==> config.mk <==
export PLATFORM = sky130hd
export DESIGN_NAME = uart_prog_loader
export DESIGN_NICKNAME = d
export VERILOG_FILES = /design/src/rtl/uart_prog_loader.sv
export SDC_FILE = /design/constraint.sdc
export NUM_CORES = 1
export LEC_CHECK = 0
export ABC_AREA = 1
export BUFFER_PORTS_ARGS = -buffer_cell sky130_fd_sc_hd__buf_2
export CAP_MARGIN = 10
export CORE_UTILIZATION = 59
export CTS_CLUSTER_SIZE = 28
export DETAILED_ROUTE_END_ITERATION = 10
export PLACE_DENSITY = 0.79
export SLEW_MARGIN = 20
export SYNTH_ARGS = -nofsm -noshare
export SYNTH_HDL_FRONTEND = slang
export SYNTH_SLANG_ARGS = --single-unit
==> constraint.sdc <==
create_clock -name clk -period 2.45 [get_ports clk]
set_clock_uncertainty 0.05 [all_clocks]
set_input_delay 0.245 -clock clk [delete_from_list [all_inputs] [get_ports clk]]
set_output_delay 0.245 -clock clk [all_outputs]
set_load 0.01 [all_outputs]
==> src/rtl/uart_prog_loader.sv <==
// uart_prog_loader: UART-fed program loader driving the instruction ROM
// programming port. 8N1 receiver, framing FSM and little-endian byte-to-word
// packer. Frame: 0x55, LEN_LO, LEN_HI, then LEN words of 4 bytes each.
// Optional build macro UPG_CHECKSUM_EN appends a trailing XOR checksum byte
// covering the LEN and data bytes.
module uart_prog_loader #(
  parameter int unsigned CLKS_PER_BIT = 87,
  parameter int unsigned ADDR_W       = 14
) (
  input  logic              clk,
  input  logic              rst,
  input  logic              en_i,
  input  logic              rx_i,
  output logic              upg_wen_o,
  output logic [ADDR_W-1:0] upg_adr_o,
  output logic [31:0]       upg_dat_o,
  output logic              upg_done_o,
  output logic              busy_o,
  output logic              err_o
);

  localparam int unsigned CNT_W   = $clog2(CLKS_PER_BIT);
  localparam int unsigned HALF_M1 = CLKS_PER_BIT / 2 - 1;
  localparam int unsigned FULL_M1 = CLKS_PER_BIT - 1;
  // Word index must hold the full 16-bit count and still show overflow past the ROM.
  localparam int unsigned IDX_W   = ((ADDR_W > 16) ? ADDR_W : 16) + 1;

  localparam logic [1:0] RX_IDLE  = 2'd0;
  localparam logic [1:0] RX_START = 2'd1;
  localparam logic [1:0] RX_DATA  = 2'd2;
  localparam logic [1:0] RX_STOP  = 2'd3;

  localparam logic [2:0] S_SYNC = 3'd0;
  localparam logic [2:0] S_LEN0 = 3'd1;
  localparam logic [2:0] S_LEN1 = 3'd2;
  localparam logic [2:0] S_DATA = 3'd3;
  localparam logic [2:0] S_DONE = 3'd5;
`ifdef UPG_CHECKSUM_EN
  localparam logic [2:0] S_CSUM = 3'd4;
  localparam logic [2:0] S_TAIL = S_CSUM;
`else
  localparam logic [2:0] S_TAIL = S_DONE;
`endif

  // Receiver state
  logic             rx_s1, rx_s2, rx_s3;
  logic [1:0]       rx_state, rx_state_n;
  logic [CNT_W-1:0] cnt, cnt_n;
  logic [2:0]       bit_idx, bit_idx_n;
  logic [7:0]       rx_byte, rx_byte_n;
  logic             byte_stb, byte_stb_n;
  logic             ferr, ferr_n;

  // Protocol state
  logic [2:0]       state, state_n;
  logic [15:0]      len, len_n;
  logic [IDX_W-1:0] widx, widx_n, widx_inc;
  logic [1:0]       bcnt, bcnt_n;
  logic [23:0]      word, word_n;
  logic             wen_n, done_n, busy_n, err_n;
  logic [ADDR_W-1:0] adr_n;
  logic [31:0]      dat_n;
`ifdef UPG_CHECKSUM_EN
  logic [7:0]       csum, csum_n;
`endif

  // Two-flop synchronizer plus one extra stage for falling-edge detection
  always_ff @(posedge clk or negedge rst) begin
    if (!rst) begin
      rx_s1 <= 1'b1;
      rx_s2 <= 1'b1;
      rx_s3 <= 1'b1;
    end else begin
      rx_s1 <= rx_i;
      rx_s2 <= rx_s1;
      rx_s3 <= rx_s2;
    end
  end

  // Receiver registers
  always_ff @(posedge clk or negedge rst) begin
    if (!rst) begin
      rx_state <= RX_IDLE;
      cnt      <= '0;
      bit_idx  <= '0;
      rx_byte  <= '0;
      byte_stb <= 1'b0;
      ferr     <= 1'b0;
    end else begin
      rx_state <= rx_state_n;
      cnt      <= cnt_n;
      bit_idx  <= bit_idx_n;
      rx_byte  <= rx_byte_n;
      byte_stb <= byte_stb_n;
      ferr     <= ferr_n;
    end
  end

  // Receiver next state: half-bit start check, then one sample per bit period
  always_comb begin
    rx_state_n = rx_state;
    cnt_n      = cnt + CNT_W'(1);
    bit_idx_n  = bit_idx;
    rx_byte_n  = rx_byte;
    byte_stb_n = 1'b0;
    ferr_n     = 1'b0;
    case (rx_state)
      RX_IDLE: begin
        cnt_n = '0;
        if (!rx_s2 && rx_s3) rx_state_n = RX_START;
      end
      RX_START: begin
        if (cnt == CNT_W'(HALF_M1)) begin
          cnt_n      = '0;
          bit_idx_n  = '0;
          rx_state_n = rx_s2 ? RX_IDLE : RX_DATA;
        end
      end
      RX_DATA: begin
        if (cnt == CNT_W'(FULL_M1)) begin
          cnt_n     = '0;
          rx_byte_n = {rx_s2, rx_byte[7:1]};
          bit_idx_n = bit_idx + 3'd1;
          if (bit_idx == 3'd7) rx_state_n = RX_STOP;
        end
      end
      RX_STOP: begin
        if (cnt == CNT_W'(FULL_M1)) begin
          cnt_n      = '0;
          rx_state_n = RX_IDLE;
          if (rx_s2) byte_stb_n = 1'b1;
          else       ferr_n     = 1'b1;
        end
      end
      default: rx_state_n = RX_IDLE;
    endcase
  end

  // Protocol registers and registered ROM-port outputs
  always_ff @(posedge clk or negedge rst) begin
    if (!rst) begin
      state      <= S_SYNC;
      len        <= '0;
      widx       <= '0;
      bcnt       <= '0;
      word       <= '0;
      upg_wen_o  <= 1'b0;
      upg_adr_o  <= '0;
      upg_dat_o  <= '0;
      upg_done_o <= 1'b0;
      busy_o     <= 1'b0;
      err_o      <= 1'b0;
`ifdef UPG_CHECKSUM_EN
      csum       <= '0;
`endif
    end else begin
      state      <= state_n;
      len        <= len_n;
      widx       <= widx_n;
      bcnt       <= bcnt_n;
      word       <= word_n;
      upg_wen_o  <= wen_n;
      upg_adr_o  <= adr_n;
      upg_dat_o  <= dat_n;
      upg_done_o <= done_n;
      busy_o     <= busy_n;
      err_o      <= err_n;
`ifdef UPG_CHECKSUM_EN
      csum       <= csum_n;
`endif
    end
  end

  assign widx_inc = widx + IDX_W'(1);

  // Protocol next state: frame parsing, word packing and write issue
  always_comb begin
    state_n = state;
    len_n   = len;
    widx_n  = widx;
    bcnt_n  = bcnt;
    word_n  = word;
    wen_n   = 1'b0;
    adr_n   = upg_adr_o;
    dat_n   = upg_dat_o;
    err_n   = err_o;
`ifdef UPG_CHECKSUM_EN
    csum_n  = csum;
`endif
    if (!en_i) begin
      state_n = S_SYNC;
      err_n   = 1'b0;
    end else if (ferr) begin
      err_n = 1'b1;
      if (state != S_SYNC && state != S_DONE) state_n = S_SYNC;
    end else if (byte_stb) begin
      case (state)
        S_SYNC: begin
          if (rx_byte == 8'h55) begin
            state_n = S_LEN0;
            widx_n  = '0;
            bcnt_n  = '0;
`ifdef UPG_CHECKSUM_EN
            csum_n  = '0;
`endif
          end
        end
        S_LEN0: begin
          len_n   = {len[15:8], rx_byte};
          state_n = S_LEN1;
`ifdef UPG_CHECKSUM_EN
          csum_n  = csum ^ rx_byte;
`endif
        end
        S_LEN1: begin
          len_n   = {rx_byte, len[7:0]};
          state_n = ({rx_byte, len[7:0]} == 16'd0) ? S_TAIL : S_DATA;
`ifdef UPG_CHECKSUM_EN
          csum_n  = csum ^ rx_byte;
`endif
        end
        S_DATA: begin
          word_n = {rx_byte, word[23:8]};
          bcnt_n = bcnt + 2'd1;
`ifdef UPG_CHECKSUM_EN
          csum_n = csum ^ rx_byte;
`endif
          if (bcnt == 2'd3) begin
            if ((widx >> ADDR_W) == '0) begin
              wen_n = 1'b1;
              adr_n = widx[ADDR_W-1:0];
              dat_n = {rx_byte, word};
            end else begin
              err_n = 1'b1;
            end
            widx_n = widx_inc;
            if (widx_inc == IDX_W'(len)) state_n = S_TAIL;
          end
        end
`ifdef UPG_CHECKSUM_EN
        S_CSUM: begin
          if (rx_byte == csum) begin
            state_n = S_DONE;
          end else begin
            err_n   = 1'b1;
            state_n = S_SYNC;
          end
        end
`endif
        default: ;
      endcase
    end
    done_n = en_i && (state == S_DONE);
    busy_n = (state_n == S_LEN0) || (state_n == S_LEN1) || (state_n == S_DATA)
`ifdef UPG_CHECKSUM_EN
             || (state_n == S_CSUM)
`endif
             ;
  end

endmodule

==> impl_metrics.env <==
export IMPL_hold_viol=0
export IMPL_period_needed_ns=2.223
export IMPL_critical_path_arrival_ns=2.58
export IMPL_multi_input_area_sq_um=2266
export IMPL_post_route_period_util_pct=90.74
export IMPL_syn_inst=723
export IMPL_ant_nets=0
export IMPL_wl_per_cell_microns=14.69
export IMPL_relSlewSlack_pct=56.23
export IMPL_yosysWarnings=0
export IMPL_fin_util_pct=72.10
export IMPL_final_cell_mix="221 x nand2_1, 133 x dfrtp_1, 88 x inv_1"
export IMPL_totalWireLength_microns=13670
export IMPL_max_freq_mhz=449.8
export IMPL_die_w_microns=103.7
export IMPL_rrSetupSlack_ns=0.23
export IMPL_grt_remaining_overflow=0
export IMPL_pre_cts_slack_ns=0.1794
export IMPL_clockBufferDepth=2
export IMPL_grt_max_degree=71
export IMPL_seq_power_share_pct=47.8
export IMPL_seq_area_frac_synth_pct=56.22
export IMPL_timing_hold_ws_ns=0.2326
export IMPL_critPathKind="flip-flop to flip-flop"
export IMPL_start_util_pct=61.60
export IMPL_n_antenna_cell=0
export IMPL_seqCellArea_sq_um=3433
export IMPL_vias=5120
export IMPL_pwr_share_comb_pct=5.6
export IMPL_startpoint_type="flip-flop"
export IMPL_cpPeakStageDelay_ns=0.47
export IMPL_drive_gt1_share_pct=14.79
export IMPL_finalMaxSlewViolations=0
export IMPL_final_net_count=795
export IMPL_synth_avg_cell_area_sq_um=8.443
export IMPL_die_area_sq_um=10760
export IMPL_finalWorstSetupSlack_ns=0.2268
export IMPL_stdcell_count=931
export IMPL_hold_class="input port to asynchronous set/reset pin"
export IMPL_worstPathCellList="nand2_1 > nor2_2 > nand2_1 > inv_1 > nand3_1 > nand2_1 > nand2_1 > nand2_1 > nand2_1 > nor2_1 > nand3_1 > nand2_1 > nand2_1 > nand2_1 > nand2_1 > nand2_1 > inv_1"
export IMPL_synth_nets=733
export IMPL_synth_distinct_cells=31
export IMPL_mostFrequentLayoutCell="nand2_1"
export IMPL_clkLatencyLatePin_ns=0.52
export IMPL_drt_iter0_drc=479
export IMPL_cts_htree_levels=4
export IMPL_cts_sinks=137
export IMPL_groute_usage_overall_pct=27.37
export IMPL_rr_endpoint="busy_o"
export IMPL_switchingPower_mw=1.274
export IMPL_finalSetupViolCount=0
export IMPL_cts_buffers_inserted=17
export IMPL_crit_fanout=6
export IMPL_first_pass_iters=7
export IMPL_pin_count=54
export IMPL_maxCapViolCount=0
export IMPL_ys_ff_latch=137
export IMPL_cp_slowest_cell="dfrtp_1"
export IMPL_antenna_found_initial=0
export IMPL_netlist_area_sq_um=6105
export IMPL_worst_pin_slew_ns=0.6566
export IMPL_drc=0
export IMPL_power_leakage_nw=3.700
export IMPL_required_ns=2.81
export IMPL_grt_pass1_wl_microns=23470
export IMPL_outcome="completed"
export IMPL_routed_via_density=5.499
export IMPL_fp_row_count=36
export IMPL_final_fill_count=763
export IMPL_dp_hpwl_microns=9393
export IMPL_cellPowerDensity_nw_per_um2=698.6
export IMPL_portBuffers=53
export IMPL_place_inst=896
export IMPL_reg2reg_from="widx[2]"
export IMPL_tritoncts="yes"
export IMPL_place_congestion=0.9201
export IMPL_cpMostUsedCell="nand2_1"
export IMPL_post_cts_buffers=0
export IMPL_die_h_microns=103.7
export IMPL_core_area_sq_um=9910
export IMPL_syn_to_final_growth_pct=17.03
export IMPL_p_int_mw=3.717
export IMPL_p_clk_share_pct=46.6
export IMPL_rsz0062_at_grt="no"
export IMPL_grt_pass1_vias=5037
export IMPL_end_kind="flip-flop"
export IMPL_swShare_pct=25.53
export IMPL_root_buffer="clkbuf_8"
export IMPL_r2r_cells=17
export IMPL_clkSlewWorstSetupHoldPaths_ns=0.06
export IMPL_peakVddDrop_v=0.0004391
export IMPL_finalSetupTns_ns=0
## worst max-delay path by stage
stage	from	end	slack, ns	depth (start not counted)
2_1_floorplan	widx[0]	busy_o	0.50	18
5_1_grt	widx[7]	busy_o	0.01	17
4_1_cts	widx[0]	busy_o	0.16	16
3_3_place_gp	widx[0]	busy_o	0.30	16
6_report	widx[2]	busy_o	0.23	17
3_5_place_dp	widx[0]	busy_o	0.18	16
## stage by stage
| stage | power [mW] | cell area [sq um] |
|---|---|---|
| 2_1_floorplan | 2.573 | 6105 |
| 3_3_place_gp | 2.686 | 6545 |
| 3_5_place_dp | 2.702 | 6545 |
| 4_1_cts | 5.038 | 7121 |
| 5_1_grt | 5.183 | 7144 |
| 6_report | 4.991 | 7144 |
## routing by layer
layer  GRT usage [%]  vias up  wire length [microns]
met1           36.60     2427                   5987
li1                -     2483                      -
met2           43.58      176                   6707
met3           6.230       34                    683
met5               0        -                      0
met4           11.12        0                    295
## cell type report
class	instances	share of cell area, %
inverter	93	4.886
timing repair buffer	62	5.377
sequential	137	48.06
clock inverter	15	1.839
clock buffer	17	5.797
tap	133	2.329
multi-input combinational	474	31.72
## power by group through the flow
stage               logic (mW)  registers, mW  clock network [mW]
floorplan                0.141           2.43                   0
global placement         0.267           2.42                   0
detailed placement       0.278           2.42                   0
CTS                      0.289           2.38                2.37
global route             0.322           2.39                2.47
finish                   0.280           2.38                2.33
## repair_timing
item	CTS	global route
hold buffers	3	0
endpoints found under the hold margin	71	0
gates resized for setup	0	6
endpoints found under the setup margin	0	3
## cell usage after synthesis
cell,number,share of area (%)
dfstp_2,3,1.3
nor2_4,2,0.37
nor3_4,1,0.27
nor3_1,9,0.74
o21ai_0,68,5.6
clkinv_1,1,0.061
nor2_2,7,0.72
inv_2,4,0.25
nor4_1,4,0.41
inv_1,88,5.4
o21ai_2,2,0.29
nand3_1,42,3.4
xor2_1,4,0.57
nand3b_1,2,0.25
a21oi_1,4,0.33
nand2_2,2,0.20
o21ai_1,30,2.5
buf_2,7,0.57
o22ai_1,15,1.5
dfrtp_1,134,55
a2111oi_2,1,0.25
nor4_2,1,0.20
nand4_1,12,1.2
a311oi_1,1,0.14
nand2_1,221,14
a21boi_0,1,0.12
xnor3_1,1,0.37
nor2_1,37,2.3
ha_1,6,1.2
nand2_4,1,0.18
clkbuf_1,12,0.74
## state kept, by name, summed over array words and instances, names as in the netlist, 2 cells and up, named ones only
register / count
bcnt: 2
bit_idx: 3
cnt: 7
len: 16
rx_byte: 8
state: 3
upg_adr_o: 14
upg_dat_o: 32
widx: 17
word: 24
## cells by family (layout without fill, tap and decap cells)
kind of cell | Yosys count | in the layout | synth area share (%)
buffers and inverters | 112 | 187 | 7.030
adder cells (fa/ha/maj) | 6 | 6 | 1.230
XOR/XNOR | 5 | 5 | 0.9427
AND/OR/NAND/NOR | 341 | 341 | 23.88
AO/OA/AOI/OAI | 122 | 122 | 10.70
flip-flops | 137 | 137 | 56.22
## worst max-delay path: cells and delay by family, from the launching register on
kind / cells / cell delay [ns]
buffers and inverters: 2 / 0.15
flip-flops: 1 / 0.47
AND/OR/NAND/NOR: 15 / 1.43
Note: power is estimated with default switching activity, not from simulation.
